==> config.mk <==
export PLATFORM = sky130hd
export DESIGN_NAME = fpga_mem_arbiter_flat
export DESIGN_NICKNAME = d
export VERILOG_FILES = /design/src/rtl/fpga_mem_arbiter_pkg.sv /design/src/rtl/fpga_mem_arbiter_if.sv /design/src/rtl/fpga_mem_arbiter_rr_arbiter.sv /design/src/rtl/fpga_mem_arbiter.sv /design/src/flat_wrapper.sv
export SDC_FILE = /design/constraint.sdc
export NUM_CORES = 1
export LEC_CHECK = 0
export BUFFER_PORTS_ARGS = -buffer_cell sky130_fd_sc_hd__clkbuf_2
export CORE_MARGIN = 10
export CORE_UTILIZATION = 51
export DETAILED_ROUTE_END_ITERATION = 7
export HOLD_SLACK_MARGIN = 0.12
export PLACE_DENSITY = 0.85
export SLEW_MARGIN = 20
export SYNTH_ARGS = -nofsm -noshare
export SYNTH_HDL_FRONTEND = slang
export SYNTH_SLANG_ARGS = --single-unit
==> constraint.sdc <==
create_clock -name clk -period 6.7 [get_ports clk]
set_input_delay 1.34 -clock clk [delete_from_list [all_inputs] [get_ports clk]]
set_output_delay 1.34 -clock clk [all_outputs]
set_load 0.02 [all_outputs]
==> src/rtl/fpga_mem_arbiter_pkg.sv <==
// Shared definitions for the memory-bridge arbiter: bus widths and FSM state encodings.
package fpga_mem_arbiter_pkg;

   localparam int ADDR_W = 32;
   localparam int DATA_W = 32;

   typedef logic [1:0] state_t;

   localparam state_t ST_IDLE  = 2'd0;
   localparam state_t ST_ISSUE = 2'd1;
   localparam state_t ST_WAIT  = 2'd2;
   localparam state_t ST_RESP  = 2'd3;

endpackage

==> src/rtl/fpga_mem_arbiter_if.sv <==
// Requester-side and memory-side signal bundle of the arbiter.
// The slave modport is the arbiter's view; master is the environment's view.
interface fpga_mem_arbiter_if
   import fpga_mem_arbiter_pkg::*;
#(
   parameter int NUM_REQ = 2,
   parameter int TAG_W   = 7
);
   // Requester side
   logic [NUM_REQ-1:0]        req_wr_en;
   logic [NUM_REQ-1:0]        req_rd_en;
   logic [ADDR_W*NUM_REQ-1:0] req_addr;
   logic [DATA_W*NUM_REQ-1:0] req_wr_data;
   logic [TAG_W*NUM_REQ-1:0]  req_tag;
   logic [NUM_REQ-1:0]        req_ack;
   logic [NUM_REQ-1:0]        req_err;
   logic [DATA_W-1:0]         req_rd_data;
   logic [TAG_W-1:0]          req_tag_resp;
   logic [NUM_REQ-1:0]        req_overflow;

   // Memory-bridge side
   logic                      mem_wr_en;
   logic                      mem_rd_en;
   logic [ADDR_W-1:0]         mem_addr;
   logic [DATA_W-1:0]         mem_wr_data;
   logic [TAG_W-1:0]          mem_tag_req;
   logic                      mem_ack;
   logic [DATA_W-1:0]         mem_rd_data;
   logic [TAG_W-1:0]          mem_tag_resp;

   modport slave (
      input  req_wr_en, req_rd_en, req_addr, req_wr_data, req_tag,
      output req_ack, req_err, req_rd_data, req_tag_resp, req_overflow,
      output mem_wr_en, mem_rd_en, mem_addr, mem_wr_data, mem_tag_req,
      input  mem_ack, mem_rd_data, mem_tag_resp
   );

   modport master (
      output req_wr_en, req_rd_en, req_addr, req_wr_data, req_tag,
      input  req_ack, req_err, req_rd_data, req_tag_resp, req_overflow,
      input  mem_wr_en, mem_rd_en, mem_addr, mem_wr_data, mem_tag_req,
      output mem_ack, mem_rd_data, mem_tag_resp
   );

endinterface

==> src/rtl/fpga_mem_arbiter_rr_arbiter.sv <==
// Combinational round-robin pick: first valid requester at or after ptr, wrapping.
module rr_arbiter #(
   parameter int N     = 2,
   parameter int IDX_W = $clog2(N)
) (
   input  logic [N-1:0]     valid,
   input  logic [IDX_W-1:0] ptr,
   output logic [N-1:0]     grant_oh,
   output logic [IDX_W-1:0] grant_idx
);

   logic             found;
   logic [IDX_W:0]   sum;
   logic [IDX_W-1:0] cand;

   // Scan candidates ptr, ptr+1, ... (mod N) and keep the first valid one.
   always_comb begin
      // NOTE: every variable gets a default before any conditional write so no latch is inferred.
      grant_oh  = '0;
      grant_idx = '0;
      found     = 1'b0;
      sum       = '0;
      cand      = '0;
      for (int k = 0; k < N; k++) begin
         sum = {1'b0, ptr} + (IDX_W+1)'(k);
         if (sum >= (IDX_W+1)'(N)) sum = sum - (IDX_W+1)'(N);
         cand = sum[IDX_W-1:0];
         if (!found && valid[cand]) begin
            found          = 1'b1;
            grant_oh[cand] = 1'b1;
            grant_idx      = cand;
         end
      end
   end

endmodule

==> src/rtl/fpga_mem_arbiter.sv <==
// Shares one memory-bridge port among NUM_REQ requesters: latches pulsed
// requests into per-port slots, issues one at a time round-robin, routes the
// completion back to its owner and forces an error completion on timeout.
module fpga_mem_arbiter
   import fpga_mem_arbiter_pkg::*;
#(
   parameter int NUM_REQ     = 2,
   parameter int TAG_W       = 7,
   parameter int TIMEOUT_CYC = 4096
) (
   input logic               clk,
   input logic               rst,
   fpga_mem_arbiter_if.slave bus
);

   localparam int IDX_W = $clog2(NUM_REQ);
   localparam int CNT_W = $clog2(TIMEOUT_CYC);

   // Pending slots
   logic [NUM_REQ-1:0]             valid_q, valid_d;
   logic [NUM_REQ-1:0]             is_wr_q, is_wr_d;
   logic [NUM_REQ-1:0][ADDR_W-1:0] addr_q, addr_d;
   logic [NUM_REQ-1:0][DATA_W-1:0] data_q, data_d;
   logic [NUM_REQ-1:0][TAG_W-1:0]  tag_q, tag_d;
   logic [NUM_REQ-1:0]             overflow_q, overflow_d;

   // Transaction control
   state_t                         state_q, state_d;
   logic [IDX_W-1:0]               grant_q, grant_d;
   logic [IDX_W-1:0]               rr_ptr_q, rr_ptr_d;
   logic [CNT_W-1:0]               cnt_q, cnt_d;
   logic                           err_q, err_d;
   logic [DATA_W-1:0]              resp_data_q, resp_data_d;
   logic [TAG_W-1:0]               resp_tag_q, resp_tag_d;

   // Downstream registers
   logic                           mem_wr_en_q, mem_wr_en_d;
   logic                           mem_rd_en_q, mem_rd_en_d;
   logic [ADDR_W-1:0]              mem_addr_q, mem_addr_d;
   logic [DATA_W-1:0]              mem_data_q, mem_data_d;
   logic [TAG_W-1:0]               mem_tag_q, mem_tag_d;

   logic [NUM_REQ-1:0]             arb_oh;
   logic [IDX_W-1:0]               arb_idx;
   logic [NUM_REQ-1:0]             ack_oh;

   rr_arbiter #(.N(NUM_REQ), .IDX_W(IDX_W)) u_rr_arbiter (
      .valid     (valid_q),
      .ptr       (rr_ptr_q),
      .grant_oh  (arb_oh),
      .grant_idx (arb_idx)
   );

   // Slot capture: clear the issued slot first so a same-cycle request refills it.
   always_comb begin
      valid_d    = valid_q;
      is_wr_d    = is_wr_q;
      addr_d     = addr_q;
      data_d     = data_q;
      tag_d      = tag_q;
      overflow_d = overflow_q;
      if (state_q == ST_ISSUE) valid_d[grant_q] = 1'b0;
      for (int i = 0; i < NUM_REQ; i++) begin
         if (bus.req_wr_en[i] || bus.req_rd_en[i]) begin
            if (valid_d[i]) begin
               overflow_d[i] = 1'b1;
            end else begin
               valid_d[i] = 1'b1;
               is_wr_d[i] = bus.req_wr_en[i];
               addr_d[i]  = bus.req_addr[ADDR_W*i +: ADDR_W];
               data_d[i]  = bus.req_wr_data[DATA_W*i +: DATA_W];
               tag_d[i]   = bus.req_tag[TAG_W*i +: TAG_W];
            end
         end
      end
   end

   // Transaction FSM: IDLE -> ISSUE -> WAIT -> RESP -> IDLE.
   always_comb begin
      state_d     = state_q;
      grant_d     = grant_q;
      rr_ptr_d    = rr_ptr_q;
      cnt_d       = cnt_q;
      err_d       = err_q;
      resp_data_d = resp_data_q;
      resp_tag_d  = resp_tag_q;
      mem_wr_en_d = 1'b0;
      mem_rd_en_d = 1'b0;
      mem_addr_d  = mem_addr_q;
      mem_data_d  = mem_data_q;
      mem_tag_d   = mem_tag_q;
      case (state_q)
         ST_IDLE: begin
            if (|arb_oh) begin
               grant_d     = arb_idx;
               mem_wr_en_d = is_wr_q[arb_idx];
               mem_rd_en_d = !is_wr_q[arb_idx];
               mem_addr_d  = addr_q[arb_idx];
               mem_data_d  = data_q[arb_idx];
               mem_tag_d   = tag_q[arb_idx];
               state_d     = ST_ISSUE;
            end
         end
         ST_ISSUE: begin
            rr_ptr_d = (grant_q == IDX_W'(NUM_REQ-1)) ? '0 : grant_q + IDX_W'(1);
            cnt_d    = '0;
            state_d  = ST_WAIT;
         end
         ST_WAIT: begin
            if (bus.mem_ack) begin
               resp_data_d = bus.mem_rd_data;
               resp_tag_d  = bus.mem_tag_resp;
               err_d       = 1'b0;
               state_d     = ST_RESP;
            end else if (cnt_q == CNT_W'(TIMEOUT_CYC-1)) begin
               resp_data_d = '0;
               resp_tag_d  = mem_tag_q;
               err_d       = 1'b1;
               state_d     = ST_RESP;
            end else begin
               cnt_d = cnt_q + CNT_W'(1);
            end
         end
         ST_RESP: state_d = ST_IDLE;
         default: state_d = ST_IDLE;
      endcase
   end

   // Control and output state, cleared by synchronous reset.
   always_ff @(posedge clk) begin
      // NOTE: sequential state uses non-blocking assignments so every flop samples pre-edge values.
      if (rst) begin
         valid_q     <= '0;
         overflow_q  <= '0;
         state_q     <= ST_IDLE;
         grant_q     <= '0;
         rr_ptr_q    <= '0;
         cnt_q       <= '0;
         err_q       <= 1'b0;
         resp_data_q <= '0;
         resp_tag_q  <= '0;
         mem_wr_en_q <= 1'b0;
         mem_rd_en_q <= 1'b0;
         mem_addr_q  <= '0;
         mem_data_q  <= '0;
         mem_tag_q   <= '0;
      end else begin
         valid_q     <= valid_d;
         overflow_q  <= overflow_d;
         state_q     <= state_d;
         grant_q     <= grant_d;
         rr_ptr_q    <= rr_ptr_d;
         cnt_q       <= cnt_d;
         err_q       <= err_d;
         resp_data_q <= resp_data_d;
         resp_tag_q  <= resp_tag_d;
         mem_wr_en_q <= mem_wr_en_d;
         mem_rd_en_q <= mem_rd_en_d;
         mem_addr_q  <= mem_addr_d;
         mem_data_q  <= mem_data_d;
         mem_tag_q   <= mem_tag_d;
      end
   end

   // Slot payload storage.
   always_ff @(posedge clk) begin
      // NOTE: payload is only ever read while its valid bit is set, so it needs no reset.
      is_wr_q <= is_wr_d;
      addr_q  <= addr_d;
      data_q  <= data_d;
      tag_q   <= tag_d;
   end

   // One-hot owner of the current transaction.
   always_comb begin
      ack_oh          = '0;
      ack_oh[grant_q] = 1'b1;
   end

   assign bus.req_ack      = (state_q == ST_RESP) ? ack_oh : '0;
   assign bus.req_err      = err_q ? bus.req_ack : '0;
   assign bus.req_rd_data  = resp_data_q;
   assign bus.req_tag_resp = resp_tag_q;
   assign bus.req_overflow = overflow_q;
   assign bus.mem_wr_en    = mem_wr_en_q;
   assign bus.mem_rd_en    = mem_rd_en_q;
   assign bus.mem_addr     = mem_addr_q;
   assign bus.mem_wr_data  = mem_data_q;
   assign bus.mem_tag_req  = mem_tag_q;

endmodule
==> src/flat_wrapper.sv <==
// flat-port wrapper written by rule: the top's interface ports become plain ports
module fpga_mem_arbiter_flat import fpga_mem_arbiter_pkg::*;
#(
   parameter int NUM_REQ     = 2,
   parameter int TAG_W       = 7,
   parameter int TIMEOUT_CYC = 4096
)
  (clk, rst, bus_req_wr_en, bus_req_rd_en, bus_req_addr, bus_req_wr_data, bus_req_tag, bus_req_ack, bus_req_err, bus_req_rd_data, bus_req_tag_resp, bus_req_overflow, bus_mem_wr_en, bus_mem_rd_en, bus_mem_addr, bus_mem_wr_data, bus_mem_tag_req, bus_mem_ack, bus_mem_rd_data, bus_mem_tag_resp);
  fpga_mem_arbiter_if #(.NUM_REQ(NUM_REQ), .TAG_W(TAG_W)) bus_i ();
  input logic clk;
  input logic rst;
  input wire logic [$bits(bus_i.req_wr_en)-1:0] bus_req_wr_en;
  input wire logic [$bits(bus_i.req_rd_en)-1:0] bus_req_rd_en;
  input wire logic [$bits(bus_i.req_addr)-1:0] bus_req_addr;
  input wire logic [$bits(bus_i.req_wr_data)-1:0] bus_req_wr_data;
  input wire logic [$bits(bus_i.req_tag)-1:0] bus_req_tag;
  output wire logic [$bits(bus_i.req_ack)-1:0] bus_req_ack;
  output wire logic [$bits(bus_i.req_err)-1:0] bus_req_err;
  output wire logic [$bits(bus_i.req_rd_data)-1:0] bus_req_rd_data;
  output wire logic [$bits(bus_i.req_tag_resp)-1:0] bus_req_tag_resp;
  output wire logic [$bits(bus_i.req_overflow)-1:0] bus_req_overflow;
  output wire logic [$bits(bus_i.mem_wr_en)-1:0] bus_mem_wr_en;
  output wire logic [$bits(bus_i.mem_rd_en)-1:0] bus_mem_rd_en;
  output wire logic [$bits(bus_i.mem_addr)-1:0] bus_mem_addr;
  output wire logic [$bits(bus_i.mem_wr_data)-1:0] bus_mem_wr_data;
  output wire logic [$bits(bus_i.mem_tag_req)-1:0] bus_mem_tag_req;
  input wire logic [$bits(bus_i.mem_ack)-1:0] bus_mem_ack;
  input wire logic [$bits(bus_i.mem_rd_data)-1:0] bus_mem_rd_data;
  input wire logic [$bits(bus_i.mem_tag_resp)-1:0] bus_mem_tag_resp;
  assign bus_i.req_wr_en = bus_req_wr_en;
  assign bus_i.req_rd_en = bus_req_rd_en;
  assign bus_i.req_addr = bus_req_addr;
  assign bus_i.req_wr_data = bus_req_wr_data;
  assign bus_i.req_tag = bus_req_tag;
  assign bus_req_ack = bus_i.req_ack;
  assign bus_req_err = bus_i.req_err;
  assign bus_req_rd_data = bus_i.req_rd_data;
  assign bus_req_tag_resp = bus_i.req_tag_resp;
  assign bus_req_overflow = bus_i.req_overflow;
  assign bus_mem_wr_en = bus_i.mem_wr_en;
  assign bus_mem_rd_en = bus_i.mem_rd_en;
  assign bus_mem_addr = bus_i.mem_addr;
  assign bus_mem_wr_data = bus_i.mem_wr_data;
  assign bus_mem_tag_req = bus_i.mem_tag_req;
  assign bus_i.mem_ack = bus_mem_ack;
  assign bus_i.mem_rd_data = bus_mem_rd_data;
  assign bus_i.mem_tag_resp = bus_mem_tag_resp;
  fpga_mem_arbiter #(.NUM_REQ(NUM_REQ), .TAG_W(TAG_W), .TIMEOUT_CYC(TIMEOUT_CYC)) u_core (.clk(clk), .rst(rst), .bus(bus_i));
endmodule
==> results.rst, run 1 <==
.. list-table::
   :header-rows: 1

   * - Metric
     - Value
   * - Outcome
     - finished clean
   * - Total half-perimeter wirelength after legalization and detailed placement
     - between 15 and 20 mm
   * - Total Die Area
     - 25,600 µm²
   * - Number of flops mapped to enable cells by yosys
     - 144
   * - Htree depth
     - 1
   * - Flip-flop and latch count after synthesis
     - roughly 280
   * - Average wire length per cell after detail routing
     - between 20 and 25 µm
   * - Antenna-violating nets left
     - 0
   * - Clock skew after layout
     - 16.8 ps
   * - Grt total ovfl
     - 0
   * - Min-delay worst type
     - flip-flop to flip-flop
   * - P_int
     - approximately 0.0036 W
   * - Xor and xnor fraction of the mapped netlist area
     - 0%
   * - Fraction of the mapped netlist area in compound gates
     - 11.9%
   * - Post-synth top area share
     - a little over two fifths
   * - Clock buffer depth
     - 3
   * - DRT iter0 DRCs
     - 471
   * - Total wire length after detailed routing
     - 26.2 mm
   * - Worst-path fanout max
     - 4
   * - Sinks on the clock net
     - 277
   * - Hold violation total from the final report
     - 0
   * - Drt via density
     - 5.36
   * - Basic-gate share of the synthesized area counting and, or, nand and nor cells
     - roughly 6.8%
   * - RSZ-0062 raised after global routing
     - no
   * - Sum of internal, switching and leakage power
     - 0.00515 W
   * - Portion of the clock cycle consumed by the worst path in the final layout
     - approximately 44%
   * - WL met1
     - 10.2 mm
   * - Largest cells by area after synthesis
     - sky130_fd_sc_hd__edfxtp_1 (43%), sky130_fd_sc_hd__dfxtp_1 (27%), sky130_fd_sc_hd__mux2i_1 (8.1%), sky130_fd_sc_hd__a211oi_1 (5.5%), sky130_fd_sc_hd__nor2_1 (3.0%)
   * - Number of top-level pins
     - 306
   * - Crit path DAT
     - 1620 ps
   * - Reported max-cap violation count
     - 0
   * - Routability congestion estimate
     - 0.851
   * - Delay of the slowest cell on the worst path
     - 390 ps
   * - DRC violation count after routing
     - 0
   * - Vias in the first global route
     - approximately 7.4k
   * - First-pass GRT wire length
     - 40.6 mm
   * - Switching fraction of total power
     - a little under a third
   * - Row cnt
     - 51
   * - Final number of max-transition violations
     - 0
   * - Sum of negative setup slack
     - 0 ps
   * - Share of post-route cells with drive strength above 1
     - 35.8%
   * - Final #Nets
     - between 1k and 1.5k
   * - Main combinational cell family by area after synthesis
     - compound AO/OA/AOI/OAI gates
   * - Syn Std Cell Area
     - 10,000 µm²
   * - Count of buffers added by post-CTS timing repair for setup
     - 0
   * - Total length of routed met2 wires
     - 13.1 mm
   * - Antenna violations before repair
     - 1
   * - Die Wd
     - 160 µm
   * - Required time of the critical path
     - ~5400 ps
   * - Final setup violating endpoints
     - 0
   * - Peak supply drop
     - 321 µV
   * - Relative slew margins
     - a little over a quarter
   * - Multiplexer share of the synthesized area
     - 8.10%
   * - Capturing element type of the critical path
     - output port
   * - Sw Pwr
     - 0.00159 W
   * - Clock Root Buffer
     - sky130_fd_sc_hd__clkbuf_16
   * - FMAX
     - 338 MHz
   * - Effective utilization at floorplan
     - approximately half
   * - Syn Area/Cell
     - between 10 and 15 µm²
   * - Critical path start-end classification
     - flip-flop to output port
   * - Lkg Pwr
     - 5.57 nW
   * - Clock buffers created by TritonCTS
     - 28
   * - Number of optimization iterations in the first detailed-route pass
     - 7
   * - Pwr/cell area
     - ~400 nW/µm²
   * - Clock latency of the later-clocked register in the worst-skew pair
     - ~540 ps
   * - Clock power frac
     - between 30% and 40%
   * - Dominant cell type by area after synthesis
     - sky130_fd_sc_hd__edfxtp_1
   * - Post-synthesis adder-cell area fraction
     - 0.750%
   * - Number of vias after detailed routing
     - approximately 7k
   * - Reg2Reg Depth
     - 5
   * - Worst Setup Slack, final
     - 3740 ps
   * - Most used flip-flop cell after synthesis
     - sky130_fd_sc_hd__edfxtp_1
   * - Number of instances on the worst hold path
     - 2
   * - Type of element launching the critical path
     - flip-flop
   * - Port-buffer cells
     - 305
   * - CP Cell Sequence
     - ha_1 -> nor2b_1 -> and2_1 -> clkbuf_2
   * - Slew of the pin with the lowest slew margin
     - 1100 ps
   * - Critical Path Slowest Stage Cell
     - sky130_fd_sc_hd__dfxtp_1
   * - Worst-path clk slew
     - 60 ps
   * - Maximum number of pins on one net before global-route repair
     - 98
   * - Count of yosys warnings during synthesis
     - 0
   * - Cells after synthesis
     - roughly 720
   * - Area of the placeable core
     - 19,400 µm²
   * - TritonCTS clock tree
     - done
   * - Met3 routed wirelength
     - 2.20 mm
   * - Min Tclk post-route
     - 2960 ps
   * - Area growth from synthesis to layout
     - 27.9%
   * - Sequential-to-total area share from yosys stat
     - 69.8%
   * - Chip height
     - ~160 µm
   * - Setup slack at placement
     - 3330 ps
   * - Part of the power in combinational logic
     - between 20 and 25%
   * - Seq pwr share
     - 44.3%
   * - Synth cell types
     - 47
   * - Quantity of hold-fixing buffers added after cts
     - 0
   * - Fraction of registers with async set or reset after synthesis
     - 0%
   * - CTS resizes
     - 0
   * - Max layer used
     - met4
   * - GRT Overall Usage
     - 19.3%
   * - Number of nets in the synthesized netlist
     - 911
-- through the flow --
stage,util [%],hold WS (ps),std cells,area (µm²)
2_1_floorplan,-,460,717,10000
4_1_cts,66.0,454,1301,12800
5_1_grt,66.0,487,1301,12800
6_report,66.0,449,1302,12800
3_5_place_dp,60.7,445,1249,11800
3_3_place_gp,60.6,435,1249,11800
-- metal layers --
metal | vias to the layer above | track usage [%]
li1 | 3318 | -
met4 | 0 | 5.47
met3 | 44 | 6.25
met5 | - | 0
met1 | 3300 | 22.3
met2 | 312 | 33.7
-- synthesized netlist by cell type (6+ instances only) --
library cell,count
sky130_fd_sc_hd__clkbuf_1,32
sky130_fd_sc_hd__a21oi_1,18
sky130_fd_sc_hd__dfxtp_1,133
sky130_fd_sc_hd__inv_1,9
sky130_fd_sc_hd__buf_2,11
sky130_fd_sc_hd__ha_1,6
sky130_fd_sc_hd__nand2b_1,6
sky130_fd_sc_hd__a22o_1,30
sky130_fd_sc_hd__a211oi_1,73
sky130_fd_sc_hd__nand2_1,8
sky130_fd_sc_hd__nor2_1,81
sky130_fd_sc_hd__nand3_1,7
sky130_fd_sc_hd__edfxtp_1,144
sky130_fd_sc_hd__a311oi_1,7
sky130_fd_sc_hd__nor2b_1,6
sky130_fd_sc_hd__mux2i_1,81
-- path summary, 6_finish.rpt --
kind	start	to	slack, ps
min	u_core.bus.req_overflow[1]$_SDFFE_PP0P_	u_core.bus.req_overflow[1]$_SDFFE_PP0P_	450
max	u_core.state_q[0]$_SDFFE_PP0P_	bus_req_err[0]	3740
max reg2reg	u_core.state_q[1]$_SDFFE_PP0P_	u_core.addr_q[44]$_DFFE_PP_	3750
min reg2reg	u_core.bus.req_overflow[1]$_SDFFE_PP0P_	u_core.bus.req_overflow[1]$_SDFFE_PP0P_	450
-- layout by cell type (no fill, tap or decap), types with 3 or more instances in the layout --
cell type and instances:
sky130_fd_sc_hd__nand2_1 8, sky130_fd_sc_hd__buf_4 11, sky130_fd_sc_hd__or4_1 4, sky130_fd_sc_hd__edfxtp_1 144, sky130_fd_sc_hd__nand3_1 7, sky130_fd_sc_hd__nand3b_1 3
sky130_fd_sc_hd__a22o_1 30, sky130_fd_sc_hd__o311ai_0 3, sky130_fd_sc_hd__and2_1 5, sky130_fd_sc_hd__mux2i_1 81, sky130_fd_sc_hd__a31oi_1 4, sky130_fd_sc_hd__clkbuf_16 29
sky130_fd_sc_hd__clkbuf_8 5, sky130_fd_sc_hd__nor2b_1 5, sky130_fd_sc_hd__clkbuf_2 304, sky130_fd_sc_hd__inv_1 9, sky130_fd_sc_hd__or3_1 3, sky130_fd_sc_hd__nor3_1 3
sky130_fd_sc_hd__nor2_1 80, sky130_fd_sc_hd__nand2b_1 6, sky130_fd_sc_hd__a211oi_1 73, sky130_fd_sc_hd__clkbuf_1 7, sky130_fd_sc_hd__ha_1 6, sky130_fd_sc_hd__a311oi_1 7
sky130_fd_sc_hd__a21oi_1 17, sky130_fd_sc_hd__bufinv_16 5, sky130_fd_sc_hd__nand4_1 4, sky130_fd_sc_hd__dfxtp_1 133, sky130_fd_sc_hd__o211ai_1 3
-- power by group through the flow --
stage	sequential, W	combinational (W)	clock (W)
4_1_cts	0.00228	0.00121	0.00171
5_1_grt	0.00231	0.00131	0.00178
2_1_floorplan	0.00250	0.000574	0
3_5_place_dp	0.00231	0.00120	0
6_report	0.00228	0.00120	0.00167
3_3_place_gp	0.00230	0.00116	0
-- critical path: cells and delay by family (launching register included) --
kind	cells	cell delay (ps)
flops	1	390
buf+inv	1	170
simple gates	2	300
fa+ha+maj	1	230
-- registers in the layout, indices dropped and copies added (netlist names), 2 cells and up --
register	cells
u_core.is_wr_q	2
u_core.data_q	64
u_core.tag_q	14
u_core.valid_q	2
u_core.bus.req_overflow	2
u_core.bus.mem_addr	32
u_core.bus.req_tag_resp	7
u_core.bus.mem_tag_req	7
u_core.state_q	2
u_core.cnt_q	12
u_core.addr_q	64
u_core.bus.mem_wr_data	32
u_core.bus.req_rd_data	32
-- cell type report --
class                           count  area (µm²)
Clock inverter                     11         205
Multi-Input combinational cell    383        2810
Timing Repair Buffer              315        1600
Inverter                            9        33.8
Clock buffer                       41         821
Sequential cell                   277        6990
Antenna cell                        1        2.50
Fill cell                        1396        6600
Tap cell                          265         332
-- logic make-up after synthesis --
group	count (synthesis)
flip-flops	277
AO/OA/AOI/OAI	155
AND/OR/NAND/NOR	141
multiplexers	81
buffers and inverters	57
adder cells (fa/ha/maj)	6
Power figures use the tool's default switching activity.
==> run 2: changes to the inputs <==
--- a/config.mk
+++ b/config.mk
@@ -7,10 +7,10 @@
 export LEC_CHECK = 0
 export BUFFER_PORTS_ARGS = -buffer_cell sky130_fd_sc_hd__clkbuf_2
 export CORE_MARGIN = 10
-export CORE_UTILIZATION = 51
+export CORE_UTILIZATION = 46
 export DETAILED_ROUTE_END_ITERATION = 7
 export HOLD_SLACK_MARGIN = 0.12
-export PLACE_DENSITY = 0.85
+export PLACE_DENSITY = 0.82
 export SLEW_MARGIN = 20
 export SYNTH_ARGS = -nofsm -noshare
 export SYNTH_HDL_FRONTEND = slang
==> constraint.sdc (replaced) <==
create_clock -name clk -period 2.45 [get_ports clk]
set_input_delay 0.49 -clock clk [delete_from_list [all_inputs] [get_ports clk]]
set_output_delay 0.49 -clock clk [all_outputs]
set_load 0.02 [all_outputs]
==> run 2 against run 1 <==
  * Hold slack lost 310 ps
  * Critical endpoint unchanged
  * First-iteration DRC count increased by 10%
  * Clock-buffer cell count down 8
  * Critical path type unchanged
  * Global-route usage increased by 1.1 points
  * Combinational power rose to 3.0 times the previous value
  * Sequential power increased to 2.7 times the previous value
  * Largest cell class unchanged
  * Register-to-register slack got worse by 3400 ps
==> results.rst, run 2 (synthesis gave the netlist of run 1 again) <==
.. list-table::
   :header-rows: 1

   * - Metric
     - Value
   * - Outcome
     - finished clean (unchanged)
   * - Portion of the clock cycle consumed by the worst path in the final layout
     - 86.2%
   * - Drt via density
     - 5.32 (was 5.36)
   * - Pwr/cell area
     - 1010 nW/µm² (was 403 nW/µm²)
   * - Total wire length after detailed routing
     - 29.8 mm (was 26.2 mm)
   * - Number of buffer and inverter instances along the worst setup path
     - 1 (unchanged)
   * - CP Cell Sequence
     - ha_1 -> nor2b_1 -> and2_1 -> clkbuf_2 (unchanged)
   * - Worst-path clk slew
     - 60 ps (about the same)
   * - Number of vias after detailed routing
     - 7,689 (was 6,974)
   * - CTS resizes
     - 0 (unchanged)
   * - Final number of max-transition violations
     - 0 (unchanged)
   * - Clock latency of the later-clocked register in the worst-skew pair
     - 550 ps (was 540 ps)
   * - Maximum number of pins on one net before global-route repair
     - 109 (was 98)
   * - Vias in the first global route
     - 8,088 (was 7,405)
   * - Area of the placeable core
     - 21,200 µm² (was 19,400 µm²)
   * - Routability congestion estimate
     - 0.838 (was 0.851)
   * - Final #Nets
     - 1,341 (was 1,208)
   * - Reported max-cap violation count
     - 0 (unchanged)
   * - Number of instances on the worst hold path
     - 1 (was 2)
   * - Total Die Area
     - 28,100 µm² (was 25,600 µm²)
   * - Worst R2R End
     - u_core.cnt_q[5]$_SDFFE_PP0P_ (was u_core.addr_q[44]$_DFFE_PP_)
   * - Commonest cells after routing, fill and taps aside
     - sky130_fd_sc_hd__clkbuf_2 (304), sky130_fd_sc_hd__edfxtp_1 (144), sky130_fd_sc_hd__dfxtp_1 (133) (unchanged)
   * - Clock Root Buffer
     - sky130_fd_sc_hd__clkbuf_16 (unchanged)
   * - Clock skew after layout
     - 15.9 ps (was 16.8 ps)
   * - Die Wd
     - 167 µm (was 160 µm)
   * - Antenna violations before repair
     - 1 (unchanged)
   * - Area growth from synthesis to layout
     - 41.5% (was 27.9%)
   * - Startpoint of the most critical register-to-register path
     - u_core.state_q[0]$_SDFFE_PP0P_ (was u_core.state_q[1]$_SDFFE_PP0P_)
   * - FMAX
     - roughly 470 MHz
   * - Capturing element type of the critical path
     - output port (unchanged)
   * - Registers with the highest flip-flop counts
     - u_core.addr_q (64), u_core.data_q (64) (unchanged)
   * - Clock buffer depth
     - 3 (unchanged)
   * - Share of post-route cells with drive strength above 1
     - 32.2% (was 35.8%)
   * - Sinks on the clock net
     - 277 (unchanged)
   * - Tightest hold margin
     - 143 ps (was 449 ps)
   * - Number of optimization iterations in the first detailed-route pass
     - 5 (was 7)
   * - DRC violation count after routing
     - 0 (unchanged)
   * - DRT iter0 DRCs
     - 518 (was 471)
   * - Critical Path Slowest Stage Cell
     - sky130_fd_sc_hd__dfxtp_1 (unchanged)
   * - Crit path DAT
     - 1620 ps (about the same)
   * - Min-delay worst type
     - input pin to flip-flop (was flip-flop to flip-flop)
   * - Top cell family by delay on the critical path
     - flip-flops (unchanged)
   * - Chip height
     - 167 µm (was 160 µm)
   * - Total half-perimeter wirelength after legalization and detailed placement
     - 17.6 mm (was 18.1 mm)
   * - Min Tclk post-route
     - 2110 ps
   * - Number of top-level pins
     - 306 (unchanged)
   * - Htree depth
     - 1 (unchanged)
   * - Placed cells
     - 1,264 (was 1,249)
   * - Seq pwr share
     - 43.6% (was 44.3%)
   * - RSZ-0062 raised after global routing
     - no (unchanged)
   * - Antenna-violating nets left
     - 0 (unchanged)
   * - Part of the power in combinational logic
     - 25.2% (was 23.2%)
   * - Row cnt
     - 53 (was 51)
   * - Port-buffer cells
     - 305 (unchanged)
   * - Sum of internal, switching and leakage power
     - 0.0143 W (was 0.00515 W)
   * - Grt total ovfl
     - 0 (unchanged)
   * - Worst-case register-to-register setup slack
     - 350 ps (was 3750 ps)
   * - Sum of negative setup slack
     - 0 ps (unchanged)
   * - Sink of the worst hold path
     - u_core.addr_q[17]$_DFFE_PP_ (was u_core.bus.req_overflow[1]$_SDFFE_PP0P_)
   * - Quantity of hold-fixing buffers added after cts
     - 121 (was 0)
   * - Final setup violating endpoints
     - 0 (unchanged)
   * - Clock power frac
     - 31.3% (was 32.5%)
   * - Worst-path fanout max
     - 4 (unchanged)
   * - P_int
     - 0.00975 W (was 0.00357 W)
   * - Min-Delay Startpoint
     - bus_req_addr[17] (was u_core.bus.req_overflow[1]$_SDFFE_PP0P_)
   * - Peak supply drop
     - 825 µV (was 321 µV)
   * - First-pass GRT wire length
     - 46.7 mm (was 40.6 mm)
   * - Area post-placement
     - 11,900 µm² (was 11,800 µm²)
   * - GRT Overall Usage
     - 20.4% (was 19.3%)
   * - Sw Pwr
     - 0.00458 W (was 0.00159 W)
   * - Type of element launching the critical path
     - flip-flop (unchanged)
   * - Relative slew margins
     - 65.2% (was 27.0%)
   * - Most common library cell in the layout ignoring fill and taps
     - sky130_fd_sc_hd__clkbuf_2 (unchanged)
   * - Switching fraction of total power
     - 32.0% (was 30.8%)
   * - TritonCTS clock tree
     - done (unchanged)
   * - Summed area of non-filler cells in the final layout
     - 14,200 µm² (was 12,800 µm²)
   * - Hold violation total from the final report
     - 0 (unchanged)
   * - Delay of the slowest cell on the worst path
     - 390 ps (about the same)
   * - Required time of the critical path
     - 1960 ps (was 5360 ps)
   * - Reg2Reg Depth
     - 7 (was 5)
   * - Count of buffers added by post-CTS timing repair for setup
     - 0 (unchanged)
   * - Effective utilization at floorplan
     - 47.2% (was 51.6%)
   * - Clock buffers created by TritonCTS
     - 28 (unchanged)
   * - Average wire length per cell after detail routing
     - 20.6 µm (was 20.1 µm)
   * - Slew of the pin with the lowest slew margin
     - 518 ps (was 1100 ps)
   * - Critical path start-end classification
     - flip-flop to output port (unchanged)
   * - Lkg Pwr
     - 6.14 nW (was 5.57 nW)
   * - Post-route non-filler standard cell count
     - 1,445 (was 1,302)
run 2: changes by cell type in the layout (fill, tap and decap cells not counted), sizes merged:
cell / previous run / this run
clkinv: 5 / 13
dlygate4sd3: 0 / 128
clkbuf: 345 / 337
buf: 11 / 16
run 2: through the flow:
step | util (%) | setup slack (ps)
6_report | 66.7 | 337
4_1_cts | 66.4 | 317
3_5_place_dp | 56.1 | 377
5_1_grt | 66.7 | 164
3_3_place_gp | 56.1 | 437
2_1_floorplan | - | 6.85
run 2: worst register-to-register path, cell delays in order, from the launching register on:
cell and delay (ps):
sky130_fd_sc_hd__dfxtp_1 340, sky130_fd_sc_hd__inv_1 110, sky130_fd_sc_hd__ha_1 350, sky130_fd_sc_hd__nor2b_1 260
sky130_fd_sc_hd__o41ai_1 110, sky130_fd_sc_hd__buf_4 190, sky130_fd_sc_hd__or4_2 610, sky130_fd_sc_hd__nand3_1 80
run 2: power by group through the flow:
stage / registers, W / clock network, W / logic (W)
floorplan: 0.00679 / 0 / 0.00158
global placement: 0.00627 / 0 / 0.00327
detailed placement: 0.00629 / 0 / 0.00335
CTS: 0.00620 / 0.00451 / 0.00352
global route: 0.00632 / 0.00471 / 0.00393
finish: 0.00625 / 0.00448 / 0.00360
run 2: worst max-delay path by stage:
stage,start,end,cells after the start
after detailed placement,u_core.state_q[0]$_SDFFE_PP0P_,u_core.cnt_q[5]$_SDFFE_PP0P_,7
after floorplan,u_core.state_q[1]$_SDFFE_PP0P_,u_core.addr_q[0]$_DFFE_PP_,4
after global placement,u_core.state_q[0]$_SDFFE_PP0P_,u_core.cnt_q[5]$_SDFFE_PP0P_,7
final,u_core.state_q[1]$_SDFFE_PP0P_,bus_req_err[0],4
after CTS,u_core.state_q[0]$_SDFFE_PP0P_,bus_req_err[0],4
after global routing,u_core.state_q[0]$_SDFFE_PP0P_,u_core.cnt_q[5]$_SDFFE_PP0P_,7
run 2: metal layers:
layer | vias up | global-route usage [%] | routed length (µm)
li1 | 3586 | - | -
met1 | 3643 | 23.9 | 11100
met2 | 399 | 35.1 | 15000
met3 | 61 | 6.23 | 2840
met4 | 0 | 6.28 | 887
met5 | - | 0 | 0
run 2: area by class of cell:
type / instances / area, µm²
Multi-Input combinational cell: 383 / 2800
Timing Repair Buffer: 448 / 3010
Inverter: 9 / 33.8
Fill cell: 1418 / 7070
Clock inverter: 19 / 243
Antenna cell: 1 / 2.50
Sequential cell: 277 / 6990
Tap cell: 275 / 344
Clock buffer: 33 / 729
